File: src/rtl/sipo_rx_if.sv
// Serial-in / parallel-out receive bundle: bit stream in, handshaked parallel word out.
// The slave side is the deserializer; the master side is the bit source plus word consumer.
interface sipo_rx_if #(
    parameter int WIDTH = 4
);
    localparam int CW = $clog2(WIDTH);

    logic             serial_in;
    logic             bit_valid;
    logic             sync;
    logic [WIDTH-1:0] out_data;
    logic             out_valid;
    logic             out_ready;
    logic             overrun;
    logic [CW-1:0]    bit_cnt;

    modport slave (
        input  serial_in,
        input  bit_valid,
        input  sync,
        input  out_ready,
        output out_data,
        output out_valid,
        output overrun,
        output bit_cnt
    );

    modport master (
        output serial_in,
        output bit_valid,
        output sync,
        output out_ready,
        input  out_data,
        input  out_valid,
        input  overrun,
        input  bit_cnt
    );
endinterface

File: src/rtl/sipo_rx.sv
// Purpose: assemble qualified serial bits into WIDTH-bit words, MSB- or LSB-first.
// Latency: out_valid/out_data update on the same edge that samples the final bit of a word.
// Backpressure: a word completing while out_valid=1 and out_ready=0 is dropped and flags sticky overrun.
module sipo_rx #(
    parameter int WIDTH     = 4,
    parameter bit MSB_FIRST = 1'b1
) (
    input  logic     clk,
    input  logic     rst,
    sipo_rx_if.slave rx
);
    localparam int CW = $clog2(WIDTH);
    localparam logic [CW-1:0] LAST_IDX = CW'(WIDTH - 1);

    logic [WIDTH-1:0] shreg_q;
    logic [CW-1:0]    cnt_q;
    logic [WIDTH-1:0] word;
    logic [WIDTH-1:0] data_q;
    logic             valid_q;
    logic             ovr_q;

    logic take_bit;
    logic word_done;
    logic load;
    logic drop;
    logic drain;

    // Shift register with the current bit already folded in; on the final bit this is the full word.
    generate
        if (MSB_FIRST) begin : g_msb_first
            assign word = {shreg_q[WIDTH-2:0], rx.serial_in};
        end else begin : g_lsb_first
            assign word = {rx.serial_in, shreg_q[WIDTH-1:1]};
        end
    endgenerate

    always_comb begin
        take_bit  = rx.bit_valid && !rx.sync;
        word_done = take_bit && (cnt_q == LAST_IDX);
        load      = word_done && (!valid_q || rx.out_ready);
        drop      = word_done && valid_q && !rx.out_ready;
        drain     = valid_q && rx.out_ready && !word_done;
    end

    // Accumulator: sync discards the partial word and ignores the bit presented with it.
    always_ff @(posedge clk) begin
        if (rst) begin
            shreg_q <= '0;
            cnt_q   <= '0;
        end else if (rx.sync) begin
            shreg_q <= '0;
            cnt_q   <= '0;
        end else if (rx.bit_valid) begin
            if (word_done) begin
                shreg_q <= '0;
                cnt_q   <= '0;
            end else begin
                shreg_q <= word;
                cnt_q   <= cnt_q + CW'(1);
            end
        end
    end

    // Output holding register; a completing word may replace a word being consumed this cycle.
    always_ff @(posedge clk) begin
        if (rst) begin
            data_q  <= '0;
            valid_q <= 1'b0;
            ovr_q   <= 1'b0;
        end else begin
            if (load) begin
                data_q  <= word;
                valid_q <= 1'b1;
            end else if (drain) begin
                valid_q <= 1'b0;
            end
            if (drop) begin
                ovr_q <= 1'b1;
            end
        end
    end

    assign rx.out_data  = data_q;
    assign rx.out_valid = valid_q;
    assign rx.overrun   = ovr_q;
    assign rx.bit_cnt   = cnt_q;

    a_hold_while_stalled: assert property (
        @(posedge clk) disable iff (rst)
        (rx.out_valid && !rx.out_ready) |=> (rx.out_valid && $stable(rx.out_data))
    );

    a_overrun_sticky: assert property (
        @(posedge clk) disable iff (rst)
        rx.overrun |=> rx.overrun
    );
endmodule

File: src/flat_wrapper.sv
// flat-port wrapper written by rule: the top's interface ports become plain ports
module sipo_rx_flat 
#(
    parameter int WIDTH     = 4,
    parameter bit MSB_FIRST = 1'b1
)
  (clk, rst, rx_serial_in, rx_bit_valid, rx_sync, rx_out_ready, rx_out_data, rx_out_valid, rx_overrun, rx_bit_cnt);
  sipo_rx_if #(.WIDTH(WIDTH)) rx_i ();
  input  logic clk;
  input  logic rst;
  input wire logic [$bits(rx_i.serial_in)-1:0] rx_serial_in;
  input wire logic [$bits(rx_i.bit_valid)-1:0] rx_bit_valid;
  input wire logic [$bits(rx_i.sync)-1:0] rx_sync;
  input wire logic [$bits(rx_i.out_ready)-1:0] rx_out_ready;
  output wire logic [$bits(rx_i.out_data)-1:0] rx_out_data;
  output wire logic [$bits(rx_i.out_valid)-1:0] rx_out_valid;
  output wire logic [$bits(rx_i.overrun)-1:0] rx_overrun;
  output wire logic [$bits(rx_i.bit_cnt)-1:0] rx_bit_cnt;
  assign rx_i.serial_in = rx_serial_in;
  assign rx_i.bit_valid = rx_bit_valid;
  assign rx_i.sync = rx_sync;
  assign rx_i.out_ready = rx_out_ready;
  assign rx_out_data = rx_i.out_data;
  assign rx_out_valid = rx_i.out_valid;
  assign rx_overrun = rx_i.overrun;
  assign rx_bit_cnt = rx_i.bit_cnt;
  sipo_rx #(.WIDTH(WIDTH), .MSB_FIRST(MSB_FIRST)) u_core (.clk(clk), .rst(rst), .rx(rx_i));
endmodule
File: config.mk
export PLATFORM = sky130hd
export DESIGN_NAME = sipo_rx_flat
export DESIGN_NICKNAME = d
export VERILOG_FILES = /design/src/rtl/sipo_rx_if.sv /design/src/rtl/sipo_rx.sv /design/src/flat_wrapper.sv
export SDC_FILE = /design/constraint.sdc
export NUM_CORES = 1
export LEC_CHECK = 0
export ABC_CLOCK_PERIOD_IN_PS = 1400
export BUFFER_PORTS_ARGS = -buffer_cell sky130_fd_sc_hd__buf_2
export CORE_MARGIN = 2
export CORE_UTILIZATION = 30
export DETAILED_ROUTE_END_ITERATION = 6
export SLEW_MARGIN = 10
export SYNTH_ARGS = -nofsm -noshare
export SYNTH_HDL_FRONTEND = slang
export SYNTH_SLANG_ARGS = --single-unit
File: constraint.sdc
create_clock -name clk -period 1.4 [get_ports clk]
set_input_delay 0.07 -clock clk [delete_from_list [all_inputs] [get_ports clk]]
set_output_delay 0.07 -clock clk [all_outputs]
set_load 0.1 [all_outputs]
; Word level (Yosys, flattened, before mapping)
; Cells that the tools add are included.
[word_totals]
wordCells = 25
out_inout_bits = 8
inputBits = 6
reg_bits = 11
[op_classes]
n_mux = 4
n_eq_ne = 1
add_sub_neg = 1
n_reduce_logical = 14
[ops]
columns = cell, count
row1 = $logic_and 1x1->1, 7
row2 = $logic_not 1->1, 4
row3 = $mux 3, 1
row4 = $add 2x1->2 const B, 1
row5 = $eq 2x2->1 const B, 1
row6 = $mux 1, 2
row7 = $mux 2, 1
row8 = $reduce_bool 2->1, 1
row9 = $reduce_or 2->1, 1
row10 = $logic_or 1x1->1, 1

; Logic depth before layout (Yosys ltp)
; Gate-level depths: netlist of the first run.
[logic_depth]
depth_word = 7
ltp_mapped = 5
depth_no_buf = 4

; Worst setup path before layout of the first run
; OpenSTA, ideal clock, no wires.
[synth_timing]
kind = reg-to-reg
startpoint = register u_core.cnt_q[0] (netlist: u_core.rx.bit_cnt[0])
endpoint = register u_core.data_q[0] (netlist: u_core.rx.out_data[0])
required_ns = 1.328
period_less_slack_ns = 1.891
slack_ns = -0.491
arrival_ns = 1.819
path_buffers = 1
setup_ns = 0.072
stages_incl_launch_ff = 6
cell_sequence = dfxtp_1 ha_1 nand3b_4 nor2b_4 buf_6 mux2i_1
[synth_between]
elab_chain_len = 3
[synth_rtl]
columns = item, line_no
row1 = "start, declared", sipo_rx.sv:16  ; logic [CW-1:0] cnt_q;
row2 = "start signal, assigned", sipo_rx.sv:59  ; cnt_q <= cnt_q + CW'(1);
row3 = $eq 2x2->1, sipo_rx.sv:39  ; word_done = take_bit && (cnt_q == LAST_IDX);
row4 = $logic_and 1x1->1, sipo_rx.sv:39
row5 = $logic_and 1x1->1, sipo_rx.sv:40  ; load = word_done && (!valid_q || rx.out_ready);
row6 = "end signal, assigned", sipo_rx.sv:72  ; data_q <= word;
row7 = "end, declared", sipo_rx.sv:18  ; logic [WIDTH-1:0] data_q;
; Every way passes these cells.
; A chain may end at the register's enable or synchronous reset.

; Worst setup path in the final report of the first run
[layout_timing]
startpoint = register u_core.cnt_q[0] (netlist: u_core.rx.bit_cnt[0])
endpoint = register u_core.data_q[3] (netlist: u_core.rx.out_data[3])
; Same word-level chain as after synthesis.

==> metrics.md, run 1 <==
| Metric | Value |
|---|---|
| Ys async rst share | 0% |
| Mapped Cells | 48 |
| Max-Cap Viols | 0 |
| Crit path kind | reg -> reg |
| Crit path launch type | register |
| CP required | 1600 ps |
| Setup Viol. Count Final | 0 |
| Post-DR wirelength/cell | between 10 and 15 µm |
| Full die area | 0.00202 mm² |
| Flop pwr share | 54.4% |
| Internal reg-to-reg setup slack | ~210 ps |
| Clock power frac | 37.1% |
| Vias per cell | 4.73 |
| Clock root buffer | clkbuf_4 |
| Site Rows | 14 |
| Fin area | 596 µm² |
| Prevailing post-synth register cell | dfxtp_1 |
| # diodes | 0 |
| Final Total Pwr | 581 µW |
| Drt pass-1 iters | 4 |
| Port-buffer cells | 13 |
| Clock sinks | 11 |
| Mapped Area | 502 µm² |
| Max Fanout on Critical Path | 5 |
| Hold-fix buffers at CTS | 0 |
| Total CTS buffers | 3 |
| Unrepaired setup endpoints after global routing | no |
| Cell variety after synth | 13 |
| DRT Wirelength | between 800 and 900 µm |
| CP endpoint kind | register |
| Critical Path Sink | u_core.rx.out_data[3] |
| CTS tree | done |
| Max-slew violation count | 0 |
| Fmax | 842 MHz |
| DRT antenna net count | 0 |
| Final nets | 70 |
| Fillers | 154 |
| RR Endpoint | u_core.rx.out_data[3] |
| DRT iter0 DRCs | 6 |
| Initial antenna violation count | 0 |
| R2R depth | 4 |
| Synth Area per Inst | approximately 10 µm² |
| H-tree Lvls | 1 |
| Gr ovfl total | 0 |
| Area growth syn-to-layout | 18.7% |
| Global route hottest layer | met2 |
| Setup slack after placement | 217 ps |
| Synth top area share | between 40% and 50% |
| Worst-Margin Slew | 485 ps |
| Sequential-to-total area share from yosys stat | 43.9% |
| Clk Latency, worst-skew pair | 260 ps |
| CTS max path bufs | 2 |
| Critical path origin | u_core.rx.bit_cnt[0] |
| Number of global-route vias before repair | 326 |
| Pint | 443 µW |
| Comb pwr share | between 8 and 9% |
| Die X | 44.9 µm |
| Synth top cells by count | nand2b_1, dfxtp_1, mux2i_1, a21oi_1, nor2_1 |
| Final worst setup slack | 212 ps |
| P_leak | 0.263 nW |
| Core ar. | 0.00154 mm² |
| Max-slew headroom | 67.9% |
| Top post-synthesis cells by area | dfxtp_1, nand2b_1, mux2i_1 |
| DP Wirelength | 637 µm |
| Via count | 369 |
| Sw frac | 23.8% |
| Cell taking the most area after synthesis | dfxtp_1 |
| Crit share post-route | 84.8% |
| Worst r2r src | u_core.rx.bit_cnt[0] |
| Register bit count reported by yosys | 11 |
| Met1 usage | 12.2% |
| Overall Global Routing Usage | 9.26% |
| Status | complete, no violations |
| Placed standard-cell area | 569 µm² |
| Final min period | 1190 ps |
| Clock transition at path regs | ~70 ps |
| DR DRC count | 0 |
| Top-count cell post-synth | nand2b_1 |
| Pwr Density | slightly below 1000 mW/mm² |
| Proportion of layout cells with a drive suffix above 1 | 37.1% |
| Switch Pwr | 138 µW |
| Met3 global-route usage | 2.40% |
| Setup TNS | 0 ps |
| Grt met2 use | 12.8% |
| Worst Path Arrival | 1380 ps |
| Ys Warns | 0 |
| Global-route wire length before repair | 1310 µm |
| Pin count of the biggest net entering global routing | 12 |
| Peak supply drop | 0.000394 V |
| Mapped Nets | 55 |
| Die Y | 44.9 µm |
| Final hold vios | 0 |
| Hold depth | 2 |
| Post-synth EDFFs | 0 |
| PostCTS Resize Cnt | 0 |
| I/O pins | 14 |
| RD Place Congestion | about 0.7 |
| Starting Density | 32.5% |
| Clock Skews | 2.01 ps |
| Hold Path Class | in -> reg |
| Post-CTS Setup Bufs | 0 |
stage by stage:
step	instances	utilization [%]	hold slack, ps
floorplan	48	-	225
global placement	74	36.9	350
detailed placement	74	36.9	352
CTS	78	38.6	60.5
global route	78	38.6	81.1
finish	78	38.6	60.1
cell type report:
cell class,instances,area (µm²),area share (%)
Multi-Input combinational cell,34,255,42.9
Timing Repair Buffer,13,65.1,10.9
Clock buffer,4,26.3,4.41
Sequential cell,11,229,38.4
Tap cell,16,20.0,3.36
critical path: stages, from the launching register on:
cell and delay [ps]:
dfxtp_4 360, ha_1 260, nand3b_4 120, nor2b_4 190
mux2i_1 190
worst min path at each step:
| stage | startpoint | end |
|---|---|---|
| floorplan | rx_serial_in | u_core.rx.out_data[0] |
| global placement | rst | u_core.rx.out_valid |
| detailed placement | rst | u_core.rx.out_valid |
| CTS | rst | u_core.rx.out_valid |
| global route | rst | u_core.rx.out_valid |
| finish | rst | u_core.rx.out_valid |
cells by family after synthesis:
group                    count (synthesis)  synth area share, %
buffers and inverters                    3                 5.24
AO/OA/AOI/OAI                            5                 5.99
AND/OR/NAND/NOR                         22                 30.4
flip-flops                              11                 43.9
adder cells (fa/ha/maj)                  1                 2.49
multiplexers                             6                 12.0
registers in the layout, indices dropped and copies added, names as in the netlist:
register and cells:
u_core.rx.out_valid 1, u_core.rx.out_data 4, u_core.shreg_q 3, u_core.rx.overrun 1
u_core.rx.bit_cnt 2
cells in the final DEF (no fill, tap or decap):
cell	Yosys	routed
dfxtp_1	11	8
a21oi_1	4	4
clkbuf_1	1	1
or2_2	1	1
nor2_1	4	4
nand3b_1	3	3
dfxtp_4	0	2
clkbuf_4	0	3
o21ba_2	1	1
buf_2	0	13
nand2b_1	12	12
mux2i_1	6	6
dfxtp_2	0	1
nor2b_4	1	1
ha_1	1	1
nand3b_4	1	1
power by group through the flow:
| stage | Combinational (mW) | Sequential (mW) | Clock, mW |
|---|---|---|---|
| 6_report | 0.0492 | 0.316 | 0.216 |
| 3_5_place_dp | 0.0498 | 0.323 | 0 |
| 2_1_floorplan | 0.0262 | 0.337 | 0 |
| 3_3_place_gp | 0.0498 | 0.323 | 0 |
| 5_1_grt | 0.0533 | 0.316 | 0.238 |
| 4_1_cts | 0.0498 | 0.316 | 0.226 |
per-layer routing:
layer	vias to the layer above	share of wire [%]
met5	-	0
met4	0	0.47
met3	2	7.3
met2	15	44
met1	167	48
li1	185	-
Power figures use the tool's default switching activity.
==> run 2, diff against run 1 <==
- ABC_CLOCK_PERIOD_IN_PS: 1400 -> 1000
- clock period: 1.4 -> 1 ns (I/O delays scaled with it)
==> metrics.md, run 2 (synthesis gave the netlist of run 1 again) <==
| Metric | Value |
|---|---|
| Status | complete, but fails checks |
| Failing checks | setup timing |
| # diodes | 0 (unchanged) |
| P_leak | 0.300 nW (+14%) |
| Proportion of layout cells with a drive suffix above 1 | 46.2% (+9.1 points) |
| Site Rows | 14 (unchanged) |
| Die X | 44.9 µm (unchanged) |
| Most frequent cells in the layout | nand2b_1, buf_12, dfxtp_1 |
| Starting Density | 32.5% (unchanged) |
| Most common cell after layout, fill and taps aside | nand2b_1 |
| Total CTS buffers | 3 (unchanged) |
| Post-Layout Cell Count | 81 (+3.8%) |
| Final min period | 1050 ps (-137 ps) |
| Clock root buffer | clkbuf_4 |
| DRT antenna net count | 0 (unchanged) |
| Post-CTS Setup Bufs | 0 (unchanged) |
| CTS max path bufs | 2 (unchanged) |
| Pin count of the biggest net entering global routing | 12 (unchanged) |
| CP bufs+invs | 0 (unchanged) |
| Crit path kind | reg -> reg |
| Worst-Margin Slew | 192 ps (-293 ps) |
| Fmax | 951 MHz (+13%) |
| H-tree Lvls | 1 (unchanged) |
| Final nets | 73 (+4.3%) |
| RD Place Congestion | 0.716 (+2.6%) |
| Pwr Density | 1090 mW/mm² (+12%) |
| Crit-path cells | ha_4 -> nand3b_4 -> nor2b_4 -> mux2i_1 |
| Worst r2r src | u_core.rx.bit_cnt[1] |
| DP Wirelength | 672 µm (+5.6%) |
| Max reg flops | 4 (unchanged) |
| CP top delay family | flip-flops |
| Setup TNS | -166 ps (-166 ps) |
| Clock transition at path regs | 70 ps (about the same) |
| Vias per cell | 4.59 (-2.9%) |
| RR Endpoint | u_core.rx.out_data[2] |
| Area growth syn-to-layout | 51.6% |
| Hold Path End | u_core.rx.out_valid |
| Initial antenna violation count | 0 (unchanged) |
| Max Fanout on Critical Path | 4 (-1) |
| Placed cell count | 77 (+4.1%) |
| Max-slew headroom | 87.2% (+19 points) |
| Hold Path Class | in -> reg |
| Peak supply drop | 0.000679 V (+72%) |
| Slowest cell on the critical path | dfxtp_4 |
| Full die area | 0.00202 mm² (unchanged) |
| Unrepaired setup endpoints after global routing | yes |
| Number of global-route vias before repair | 401 (+23%) |
| Critical path origin | u_core.rx.bit_cnt[1] |
| Core ar. | 0.00154 mm² (unchanged) |
| Die Y | 44.9 µm (unchanged) |
| R2R depth | 4 (unchanged) |
| Final Util | 49.4% (+11 points) |
| Global-route wire length before repair | 1520 µm (+16%) |
| Hold path start | rst |
| DR DRC count | 0 (unchanged) |
| Port-buffer cells | 13 (unchanged) |
| Final Total Pwr | 831 µW (+43%) |
| DRT Wirelength | 874 µm (+3.3%) |
| Final hold vios | 0 (unchanged) |
| Drt pass-1 iters | 2 (-2) |
| DRT iter0 DRCs | 4 (-2) |
| Final worst setup slack | -51.0 ps (-263 ps) |
| Gr ovfl total | 0 (unchanged) |
| Clock Skews | 0.451 ps (-1.55 ps) |
| Internal reg-to-reg setup slack | -50 ps (-260 ps) |
| Hold-fix buffers at CTS | 0 (unchanged) |
| Clock sinks | 11 (unchanged) |
| Setup Viol. Count Final | 4 (+4) |
| CP required | 1200 ps (-400 ps) |
| Worst Path Arrival | 1250 ps (-130 ps) |
| Overall Global Routing Usage | 11.0% (+1.7 points) |
| Hold depth | 2 (unchanged) |
| Crit path largest cell delay | 360 ps (about the same) |
| I/O pins | 14 (unchanged) |
| Max-slew violation count | 0 (unchanged) |
| Max-Cap Viols | 0 (unchanged) |
| Post-DR wirelength/cell | 10.8 µm (-0.52%) |
| Via count | 372 (+0.81%) |
| CP endpoint kind | register |
| Clk Latency, worst-skew pair | 270 ps (about the same) |
| Crit share post-route | 105% (+20 points) |
| CTS tree | done |
| Crit path launch type | register |
-- run 2: cell count changes in the layout (fill, tap and decap cells not counted) --
cell	delta
a21oi_1	-1
nor2_1	-1
ha_4	+1
buf_12	+8
dfxtp_1	-1
ha_1	-1
buf_2	-8
a21oi_2	+1
dfxtp_4	+1
nor2_2	+1
buf_4	+3
-- run 2: area by class of cell --
| class | count | area (µm²) |
|---|---|---|
| fill | 143 | 781 |
| timing repair buffer | 16 | 208 |
| tap | 16 | 20.0 |
| sequential | 11 | 233 |
| multi-input combinational | 34 | 274 |
| clock buffer | 4 | 26.3 |
-- run 2: where the power goes --
group,internal [mW],switching (mW)
Clock,0.154,0.150
Combinational,0.0401,0.0468
Sequential,0.436,0.00390
Total,0.630,0.200
-- run 2: worst max path at each step --
stage	end	cells after the start
global placement	u_core.rx.out_data[3]	4
floorplan	u_core.rx.out_data[0]	5
CTS	u_core.rx.out_data[2]	4
finish	u_core.rx.out_data[2]	4
global route	u_core.rx.out_data[0]	4
detailed placement	u_core.rx.out_data[2]	4
-- run 2: timing repair --
action	CTS	global route
pin swaps	0	1
resized for setup	0	2
gates cloned	0	0
setup endpoints to repair	4	10
-- run 2: per-stage QoR --
stage,instance area [µm²],setup WS [ps],hold WS [ps]
detailed placement,728,-51.8,319
CTS,754,-71.7,23.1
floorplan,527,-272,205
finish,761,-51.0,39.6
global route,761,-111,48.0
global placement,728,-19.1,316
-- run 2: layer usage --
layer | global-route usage (%) | wire [µm] | share of wire [%]
met1 | 10.7 | 383 | 44
met5 | 0 | 0 | 0
met4 | 5.29 | 5 | 0.57
met2 | 18.8 | 436 | 50
met3 | 6.00 | 48 | 5.5
